## src/rtl/ictrl_noc_to_ibuffer_write_if.sv

```systemverilog
// Bundle between the NoC read-data port, the start/done control and the ibuffer write port.
// The master modport is the surrounding controller; slave is the NoC-to-ibuffer writer.
interface ictrl_noc_to_ibuffer_write_if #(
    parameter int unsigned DATA_WIDTH = 128,
    parameter int unsigned MEM_AW     = 15,
    parameter int unsigned WORD_WIDTH = 32,
    parameter int unsigned STRB_WIDTH = DATA_WIDTH / 8,
    parameter int unsigned OW         = $clog2(DATA_WIDTH / WORD_WIDTH)
);
    logic [MEM_AW+OW-1:0]  ibuffer_word_addr;
    logic [12:0]           ibuffer_word_num;
    logic                  noc_rd_start;
    logic                  noc_rd_done;
    logic                  noc_rd_valid;
    logic                  noc_rd_ready;
    logic [WORD_WIDTH-1:0] noc_rd_data;
    logic                  noc_rd_last;
    logic                  noc_rd_last_err;
    logic                  ibuffer_cen;
    logic                  ibuffer_wen;
    logic                  ibuffer_ready;
    logic [MEM_AW-1:0]     ibuffer_addr;
    logic [DATA_WIDTH-1:0] ibuffer_wdata;
    logic [STRB_WIDTH-1:0] ibuffer_wstrb;

    modport master (
        output ibuffer_word_addr, ibuffer_word_num, noc_rd_start,
        output noc_rd_valid, noc_rd_data, noc_rd_last, ibuffer_ready,
        input  noc_rd_done, noc_rd_ready, noc_rd_last_err,
        input  ibuffer_cen, ibuffer_wen, ibuffer_addr, ibuffer_wdata, ibuffer_wstrb
    );

    modport slave (
        input  ibuffer_word_addr, ibuffer_word_num, noc_rd_start,
        input  noc_rd_valid, noc_rd_data, noc_rd_last, ibuffer_ready,
        output noc_rd_done, noc_rd_ready, noc_rd_last_err,
        output ibuffer_cen, ibuffer_wen, ibuffer_addr, ibuffer_wdata, ibuffer_wstrb
    );
endinterface

```

## src/rtl/ictrl_noc_to_ibuffer_write.sv

```systemverilog
// Packs 32-bit NoC words into strobed ibuffer lines through a pack stage and a write stage.
// Optional ICTRL_NOC_WR_LAST_CHECK_EN enables the sticky noc_rd_last mismatch flag.
module ictrl_noc_to_ibuffer_write #(
    parameter int unsigned DATA_WIDTH = 128,
    parameter int unsigned MEM_AW     = 15,
    parameter int unsigned WORD_WIDTH = 32,
    parameter int unsigned STRB_WIDTH = DATA_WIDTH / 8
) (
    input  logic clk,
    input  logic rst_n,
    ictrl_noc_to_ibuffer_write_if.slave bus
);
    localparam int unsigned WordNum      = DATA_WIDTH / WORD_WIDTH;
    localparam int unsigned Ow           = $clog2(WordNum);
    localparam int unsigned BytesPerWord = WORD_WIDTH / 8;

    logic                  busy_q, busy_d;
    logic [12:0]           num_q, num_d, cnt_q, cnt_d;
    logic [MEM_AW-1:0]     line_addr_q, line_addr_d;
    logic [Ow-1:0]         off_q, off_d;
    logic [DATA_WIDTH-1:0] pack_data_q, pack_data_d;
    logic [WordNum-1:0]    pack_mask_q, pack_mask_d;
    logic                  pack_held_q, pack_held_d;
    logic                  pack_last_q, pack_last_d;
    logic                  wr_valid_q, wr_valid_d;
    logic [MEM_AW-1:0]     wr_addr_q, wr_addr_d;
    logic [DATA_WIDTH-1:0] wr_data_q, wr_data_d;
    logic [STRB_WIDTH-1:0] wr_strb_q, wr_strb_d;
    logic                  wr_last_q, wr_last_d;
    logic                  last_err_q, last_err_d;

    logic                  wr_hs, word_ready, word_hs, last_word, done, start_ok;
    logic                  completes, line_done, line_last, move;
    logic [DATA_WIDTH-1:0] data_m;
    logic [WordNum-1:0]    mask_m;

    always_comb begin
        wr_hs      = wr_valid_q & bus.ibuffer_ready;
        word_ready = busy_q & (cnt_q < num_q) & ~pack_held_q;
        word_hs    = bus.noc_rd_valid & word_ready;
        last_word  = (cnt_q == num_q - 13'd1);
        done       = wr_hs & wr_last_q;
        start_ok   = bus.noc_rd_start & ~busy_q & (bus.ibuffer_word_num != 13'd0);

        data_m = pack_data_q;
        mask_m = pack_mask_q;
        for (int unsigned k = 0; k < WordNum; k++) begin
            if (word_hs && off_q == Ow'(k)) begin
                data_m[k*WORD_WIDTH +: WORD_WIDTH] = bus.noc_rd_data;
                mask_m[k]                          = 1'b1;
            end
        end

        completes = word_hs & ((off_q == Ow'(WordNum - 1)) | last_word);
        line_done = completes | pack_held_q;
        line_last = completes ? last_word : pack_last_q;
        // A finished line may enter the write stage if it is empty or draining this cycle.
        move      = line_done & (~wr_valid_q | wr_hs);
    end

    always_comb begin
        busy_d      = busy_q;
        num_d       = num_q;
        cnt_d       = cnt_q;
        line_addr_d = line_addr_q;
        off_d       = off_q;
        pack_data_d = data_m;
        pack_mask_d = mask_m;
        pack_held_d = pack_held_q;
        pack_last_d = pack_last_q;
        wr_valid_d  = wr_valid_q;
        wr_addr_d   = wr_addr_q;
        wr_data_d   = wr_data_q;
        wr_strb_d   = wr_strb_q;
        wr_last_d   = wr_last_q;
        last_err_d  = last_err_q;

        if (word_hs) begin
            cnt_d = cnt_q + 13'd1;
            off_d = off_q + Ow'(1);
        end

        if (move) begin
            wr_valid_d  = 1'b1;
            wr_addr_d   = line_addr_q;
            wr_data_d   = data_m;
            wr_last_d   = line_last;
            for (int unsigned k = 0; k < WordNum; k++) begin
                wr_strb_d[k*BytesPerWord +: BytesPerWord] = {BytesPerWord{mask_m[k]}};
            end
            line_addr_d = line_addr_q + MEM_AW'(1);
            pack_data_d = '0;
            pack_mask_d = '0;
            pack_held_d = 1'b0;
            pack_last_d = 1'b0;
        end else begin
            if (wr_hs) begin
                wr_valid_d = 1'b0;
            end
            if (line_done) begin
                pack_held_d = 1'b1;
                pack_last_d = line_last;
            end
        end

        if (done) begin
            busy_d = 1'b0;
        end

`ifdef ICTRL_NOC_WR_LAST_CHECK_EN
        if (word_hs && (bus.noc_rd_last != last_word)) begin
            last_err_d = 1'b1;
        end
`endif

        if (start_ok) begin
            busy_d      = 1'b1;
            num_d       = bus.ibuffer_word_num;
            cnt_d       = 13'd0;
            line_addr_d = bus.ibuffer_word_addr[Ow +: MEM_AW];
            off_d       = bus.ibuffer_word_addr[Ow-1:0];
            last_err_d  = 1'b0;
        end
    end

    always_ff @(posedge clk or negedge rst_n) begin
        if (!rst_n) begin
            busy_q      <= 1'b0;
            num_q       <= '0;
            cnt_q       <= '0;
            line_addr_q <= '0;
            off_q       <= '0;
            pack_data_q <= '0;
            pack_mask_q <= '0;
            pack_held_q <= 1'b0;
            pack_last_q <= 1'b0;
            wr_valid_q  <= 1'b0;
            wr_addr_q   <= '0;
            wr_data_q   <= '0;
            wr_strb_q   <= '0;
            wr_last_q   <= 1'b0;
            last_err_q  <= 1'b0;
        end else begin
            busy_q      <= busy_d;
            num_q       <= num_d;
            cnt_q       <= cnt_d;
            line_addr_q <= line_addr_d;
            off_q       <= off_d;
            pack_data_q <= pack_data_d;
            pack_mask_q <= pack_mask_d;
            pack_held_q <= pack_held_d;
            pack_last_q <= pack_last_d;
            wr_valid_q  <= wr_valid_d;
            wr_addr_q   <= wr_addr_d;
            wr_data_q   <= wr_data_d;
            wr_strb_q   <= wr_strb_d;
            wr_last_q   <= wr_last_d;
            last_err_q  <= last_err_d;
        end
    end

`ifndef ICTRL_NOC_WR_LAST_CHECK_EN
    logic unused_last;
    assign unused_last = bus.noc_rd_last;
`endif

    assign bus.noc_rd_ready    = word_ready;
    assign bus.noc_rd_done     = done;
    assign bus.noc_rd_last_err = last_err_q;
    assign bus.ibuffer_cen     = wr_valid_q;
    assign bus.ibuffer_wen     = wr_valid_q;
    assign bus.ibuffer_addr    = wr_addr_q;
    assign bus.ibuffer_wdata   = wr_data_q;
    assign bus.ibuffer_wstrb   = wr_strb_q;
endmodule

```

## src/flat_wrapper.sv

```systemverilog
// flat-port wrapper written by rule: the top's interface ports become plain ports
module ictrl_noc_to_ibuffer_write_flat 
#(
    parameter int unsigned DATA_WIDTH = 128,
    parameter int unsigned MEM_AW     = 15,
    parameter int unsigned WORD_WIDTH = 32,
    parameter int unsigned STRB_WIDTH = DATA_WIDTH / 8
)
  (clk, rst_n, bus_ibuffer_word_addr, bus_ibuffer_word_num, bus_noc_rd_start, bus_noc_rd_valid, bus_noc_rd_data, bus_noc_rd_last, bus_ibuffer_ready, bus_noc_rd_done, bus_noc_rd_ready, bus_noc_rd_last_err, bus_ibuffer_cen, bus_ibuffer_wen, bus_ibuffer_addr, bus_ibuffer_wdata, bus_ibuffer_wstrb);
  ictrl_noc_to_ibuffer_write_if #(.DATA_WIDTH(DATA_WIDTH), .MEM_AW(MEM_AW), .WORD_WIDTH(WORD_WIDTH), .STRB_WIDTH(STRB_WIDTH)) bus_i ();
  input  logic clk;
  input  logic rst_n;
  input wire logic [$bits(bus_i.ibuffer_word_addr)-1:0] bus_ibuffer_word_addr;
  input wire logic [$bits(bus_i.ibuffer_word_num)-1:0] bus_ibuffer_word_num;
  input wire logic [$bits(bus_i.noc_rd_start)-1:0] bus_noc_rd_start;
  input wire logic [$bits(bus_i.noc_rd_valid)-1:0] bus_noc_rd_valid;
  input wire logic [$bits(bus_i.noc_rd_data)-1:0] bus_noc_rd_data;
  input wire logic [$bits(bus_i.noc_rd_last)-1:0] bus_noc_rd_last;
  input wire logic [$bits(bus_i.ibuffer_ready)-1:0] bus_ibuffer_ready;
  output wire logic [$bits(bus_i.noc_rd_done)-1:0] bus_noc_rd_done;
  output wire logic [$bits(bus_i.noc_rd_ready)-1:0] bus_noc_rd_ready;
  output wire logic [$bits(bus_i.noc_rd_last_err)-1:0] bus_noc_rd_last_err;
  output wire logic [$bits(bus_i.ibuffer_cen)-1:0] bus_ibuffer_cen;
  output wire logic [$bits(bus_i.ibuffer_wen)-1:0] bus_ibuffer_wen;
  output wire logic [$bits(bus_i.ibuffer_addr)-1:0] bus_ibuffer_addr;
  output wire logic [$bits(bus_i.ibuffer_wdata)-1:0] bus_ibuffer_wdata;
  output wire logic [$bits(bus_i.ibuffer_wstrb)-1:0] bus_ibuffer_wstrb;
  assign bus_i.ibuffer_word_addr = bus_ibuffer_word_addr;
  assign bus_i.ibuffer_word_num = bus_ibuffer_word_num;
  assign bus_i.noc_rd_start = bus_noc_rd_start;
  assign bus_i.noc_rd_valid = bus_noc_rd_valid;
  assign bus_i.noc_rd_data = bus_noc_rd_data;
  assign bus_i.noc_rd_last = bus_noc_rd_last;
  assign bus_i.ibuffer_ready = bus_ibuffer_ready;
  assign bus_noc_rd_done = bus_i.noc_rd_done;
  assign bus_noc_rd_ready = bus_i.noc_rd_ready;
  assign bus_noc_rd_last_err = bus_i.noc_rd_last_err;
  assign bus_ibuffer_cen = bus_i.ibuffer_cen;
  assign bus_ibuffer_wen = bus_i.ibuffer_wen;
  assign bus_ibuffer_addr = bus_i.ibuffer_addr;
  assign bus_ibuffer_wdata = bus_i.ibuffer_wdata;
  assign bus_ibuffer_wstrb = bus_i.ibuffer_wstrb;
  ictrl_noc_to_ibuffer_write #(.DATA_WIDTH(DATA_WIDTH), .MEM_AW(MEM_AW), .WORD_WIDTH(WORD_WIDTH), .STRB_WIDTH(STRB_WIDTH)) u_core (.clk(clk), .rst_n(rst_n), .bus(bus_i));
endmodule
```

## config.mk

```make
export PLATFORM = sky130hd
export DESIGN_NAME = ictrl_noc_to_ibuffer_write_flat
export DESIGN_NICKNAME = d
export VERILOG_FILES = /design/src/rtl/ictrl_noc_to_ibuffer_write_if.sv /design/src/rtl/ictrl_noc_to_ibuffer_write.sv /design/src/flat_wrapper.sv
export SDC_FILE = /design/constraint.sdc
export NUM_CORES = 1
export LEC_CHECK = 0
export ABC_AREA = 1
export CORE_ASPECT_RATIO = 0.7
export CORE_MARGIN = 2
export CORE_UTILIZATION = 60
export CTS_BUF_LIST = sky130_fd_sc_hd__clkbuf_4 sky130_fd_sc_hd__clkbuf_8
export CTS_CLUSTER_DIAMETER = 120
export DETAILED_ROUTE_END_ITERATION = 10
export DONT_BUFFER_PORTS = 1
export MAX_ROUTING_LAYER = met4
export PLACE_DENSITY = 0.85
export SLEW_MARGIN = 20
export SYNTH_ARGS = -nofsm -noshare
export SYNTH_HDL_FRONTEND = slang
export SYNTH_SLANG_ARGS = --single-unit
```

## constraint.sdc

```tcl
create_clock -name clk -period 2.8 [get_ports clk]
set_input_delay 0.14 -clock clk [delete_from_list [all_inputs] [get_ports clk]]
set_output_delay 0.14 -clock clk [all_outputs]
set_load 0.01 [all_outputs]
```

==> impl_metrics.toml <==
[yosys]
synth_warnings = 0
async_flop_share_pct = 100
syn_inst = 1580
synth-edff-count = 0
syn-cell-area_um2 = 14100
netlist_top_cells_count = "436 x nand2_1, 327 x dfrtp_1, 193 x o21ai_0"
seq_area_frac_synth_pct = 57.9
ys_types = 39
yosysTopAreaCellShare_pct = 57.9
synth_area_per_cell_um2 = 8.95
synth_area_leaders = "dfrtp_1 58%, nand2_1 12%, o21ai_0 6.8%, o21ai_1 3.9%, nor2_1 3.9%"
yosysMostFrequentCell = "nand2_1"
ys_seq_elements = 327
post-synth-top-area-cell = "dfrtp_1"
synth_nets = 1668
ys.flop_type = "dfrtp_1"

[route]
via_count = 11500
drc_errors = 0
drt-initial-drc-count = 1311
routed_wl_mm = 38.9
antenna_left = 0
drt_first_pass_iters = 6
avgViaCountPerCell = 5.78
routedWlPerCell_um = 19.5

[floorplanning]
ioPinCount = 232
rows = 46
die_y_um = 132
dieWidth_um = 187
die_area_um2 = 24800
fp.coreArea_um2 = 22900
start_util_pct = 61.7

[cts]
clock_sinks = 327
cts_tree = "done"
cts-root-buf = "clkbuf_8"
clockBufferDepth = 3
path_clk_slew_ns = 0.07
insertion_delay_ns = 0.59
numCtsBuffers = 47
htreeDepth = 2

[worst_setup_path]
reg2reg_depth = 16
rr_startpoint = "u_core.cnt_q[0]$_DFFE_PN0P_"
cp-startpoint = "u_core.cnt_q[0]$_DFFE_PN0P_"
critPathMaxFanout = 42
reg2reg_to = "u_core.bus.ibuffer_wdata[8]$_DFFE_PN0P_"
startpoint_type = "register"
arrival_ns = 3.22
worst_setup_path_end_kind = "register"
worstSetupEndpoint = "u_core.bus.ibuffer_wdata[8]$_DFFE_PN0P_"
reg2reg_slack_ns = 0.08
worstPathRequired_ns = 3.30
crit_type = "reg2reg"

[sta]
finalHoldViolCount = 327
timing.hold.ws_ns = -0.738
tns_ns = 0
worstMarginPinSlew_ns = 0.617
finalCritPeriodShare_pct = 97.3
post-route-min-period_ns = 2.72
finClkSkew_ns = 0.0328
maxSlewViolCount = 0
slew_headroom_pct = 58.9
clock.fmax_mhz = 367
finalSetupViolCount = 0

[global_routing]
gr-usage-met1_pct = 42.9
antenna_found_initial = 1
met3_usage_pct = 8.28
grt_max_degree = 328
track_usage_pct = 30.3
grt_pass1_wl_mm = 57.6
globalRouteOverflowTotal = 0
top_usage_layer = "met1"
use_met2_pct = 42.7
grt_pass1_vias = 10900

[cells_and_area]
fill_cells = 1635
fin_util_pct = 71.9
area_growth_pct = 16.4
finalNetCount = 1733
drive_above_1_share_pct = 11.1

[run_status]
status = "finished, violations left"
violations = "negative hold slack"

[placed_design]
port_buffers = 0
finalWeightedCongestion = 0.946
place_hpwl_mm = 23.4

[power]
peakVddDrop_v = 0.000674
p_per_area_nw_per_um2 = 1150
p_leak_nw = 7.67
power_w = 0.0189

[min_path]
hp-class = "in2async"

[job]
drv_cap = 0
worst min-delay path by stage:
stage	cells past startpoint	to	slack (ns)	start
after detailed placement	0	u_core.bus.ibuffer_addr[8]$_DFFE_PN0P_	-0.15	rst_n
after global routing	0	u_core.line_addr_q[4]$_DFFE_PN0P_	-0.77	rst_n
after CTS	0	u_core.bus.ibuffer_wdata[16]$_DFFE_PN0P_	-0.78	rst_n
after global placement	0	u_core.line_addr_q[7]$_DFFE_PN0P_	-0.14	rst_n
final	0	u_core.line_addr_q[10]$_DFFE_PN0P_	-0.74	rst_n
after floorplan	0	u_core.bus.ibuffer_addr[0]$_DFFE_PN0P_	-0.16	rst_n
cell usage in the layout, fill, tap and decap left out, types with 2 or more instances in the layout:
cell           netlist  layout
nand2_1            436     435
dfrtp_1            327     325
o21ai_0            193     189
nor2_1             147     147
o21ai_1            111     115
inv_1               91      90
dlygate4sd3_1        0      63
clkbuf_8             0      59
nand3_1             38      37
nor2_2              28      24
buf_4               18      21
ha_1                20      19
xor2_1              18      18
nor3_1              15      15
clkbuf_4             0      15
buf_12               0      12
a21oi_1             11      10
clkbuf_16            0      10
o21ai_2              5       5
nand4_1              5       5
nor2_4               1       5
clkinv_2             0       5
buf_16               0       5
nor4_1               4       4
nand2_4              0       4
a31oi_1              3       3
o21bai_1             3       3
nand3b_1             3       3
xnor2_1              3       3
inv_2                2       2
nand2_2              5       2
clkinv_1             2       2
nand2_8              0       2
bufinv_16            0       2
buf_6               26       2
dfrtp_2              0       2
kinds of logic (layout without fill, tap and decap cells):
kind of cell | after synthesis | in the layout | share of synthesized area [%]
AND/OR/NAND/NOR | 684 | 686 | 19.5
AO/OA/AOI/OAI | 332 | 332 | 12.1
flip-flops | 327 | 327 | 57.9
buffers and inverters | 194 | 292 | 7.22
XOR/XNOR | 22 | 22 | 1.47
adder cells (fa/ha/maj) | 20 | 20 | 1.77
other | 1 | 2 | 0.0265
power breakdown:
group | leakage, nW | switching (W) | internal [W] | total, W
combinational | 2.99 | 0.00387 | 0.00245 | 0.00632
sequential | 4.13 | 0.00174 | 0.00675 | 0.00849
clock | 0.553 | 0.00184 | 0.00229 | 0.00413
flip-flops by register name, summed over array words and instances (netlist names):
register	cells
u_core.pack_data_q	128
u_core.bus.ibuffer_wstrb	4
u_core.pack_last_q	1
u_core.pack_mask_q	4
u_core.busy_q	1
u_core.bus.ibuffer_cen	1
u_core.bus.ibuffer_wdata	128
u_core.wr_last_q	1
u_core.bus.ibuffer_addr	15
u_core.cnt_q	13
u_core.off_q	2
u_core.num_q	13
u_core.line_addr_q	15
u_core.pack_held_q	1
layer usage:
metal,vias to the layer above,wire (um)
met5,-,0
met4,0,1030
met3,99,4300
met2,659,17200
met1,5563,16400
li1,5204,-
repair_timing:
action / in CTS / in global routing
hold buffers: 62 / 1
pin swaps: 0 / 6
setup endpoints to repair: 40 / 296
gates resized for setup: 2 / 35
cloned: 0 / 12
buffers inserted: 0 / 6
hold endpoints to repair: 464 / 330
critical path, stage by stage, from the launching register on:
cell       delay, ns
dfrtp_1         0.40
inv_1           0.16
ha_1            0.26
inv_1           0.05
nand2_1         0.04
nor2_1          0.11
nand3_1         0.10
nor2_1          0.13
nand3_1         0.08
nor2_1          0.14
nand3_2         0.12
nand2_1         0.08
nand2_1         0.10
nand2_4         0.18
nand2_4         0.17
clkbuf_16       0.30
o21ai_0         0.22
metrics by stage:
stage               worst slack (ns)  area [um2]  std cells
floorplan                      0.303       14100       1580
global placement              0.0781       14300       1827
detailed placement           -0.0872       14300       1827
CTS                           0.0393       16000       1973
global route                 -0.0737       16500       1993
finish                        0.0768       16500       1993
cell type report:
type	count	area [um2]	area share, %
flip-flops and latches	327	8190	49.7
multi-input cells	1061	5030	30.5
repair buffers	113	1440	8.74
clock buffers	74	925	5.62
well taps	312	390	2.37
inverters	95	373	2.27
clock inverters	10	118	0.715
diodes	1	2.50	0.0152
Note: power is estimated with default switching activity, not from simulation.
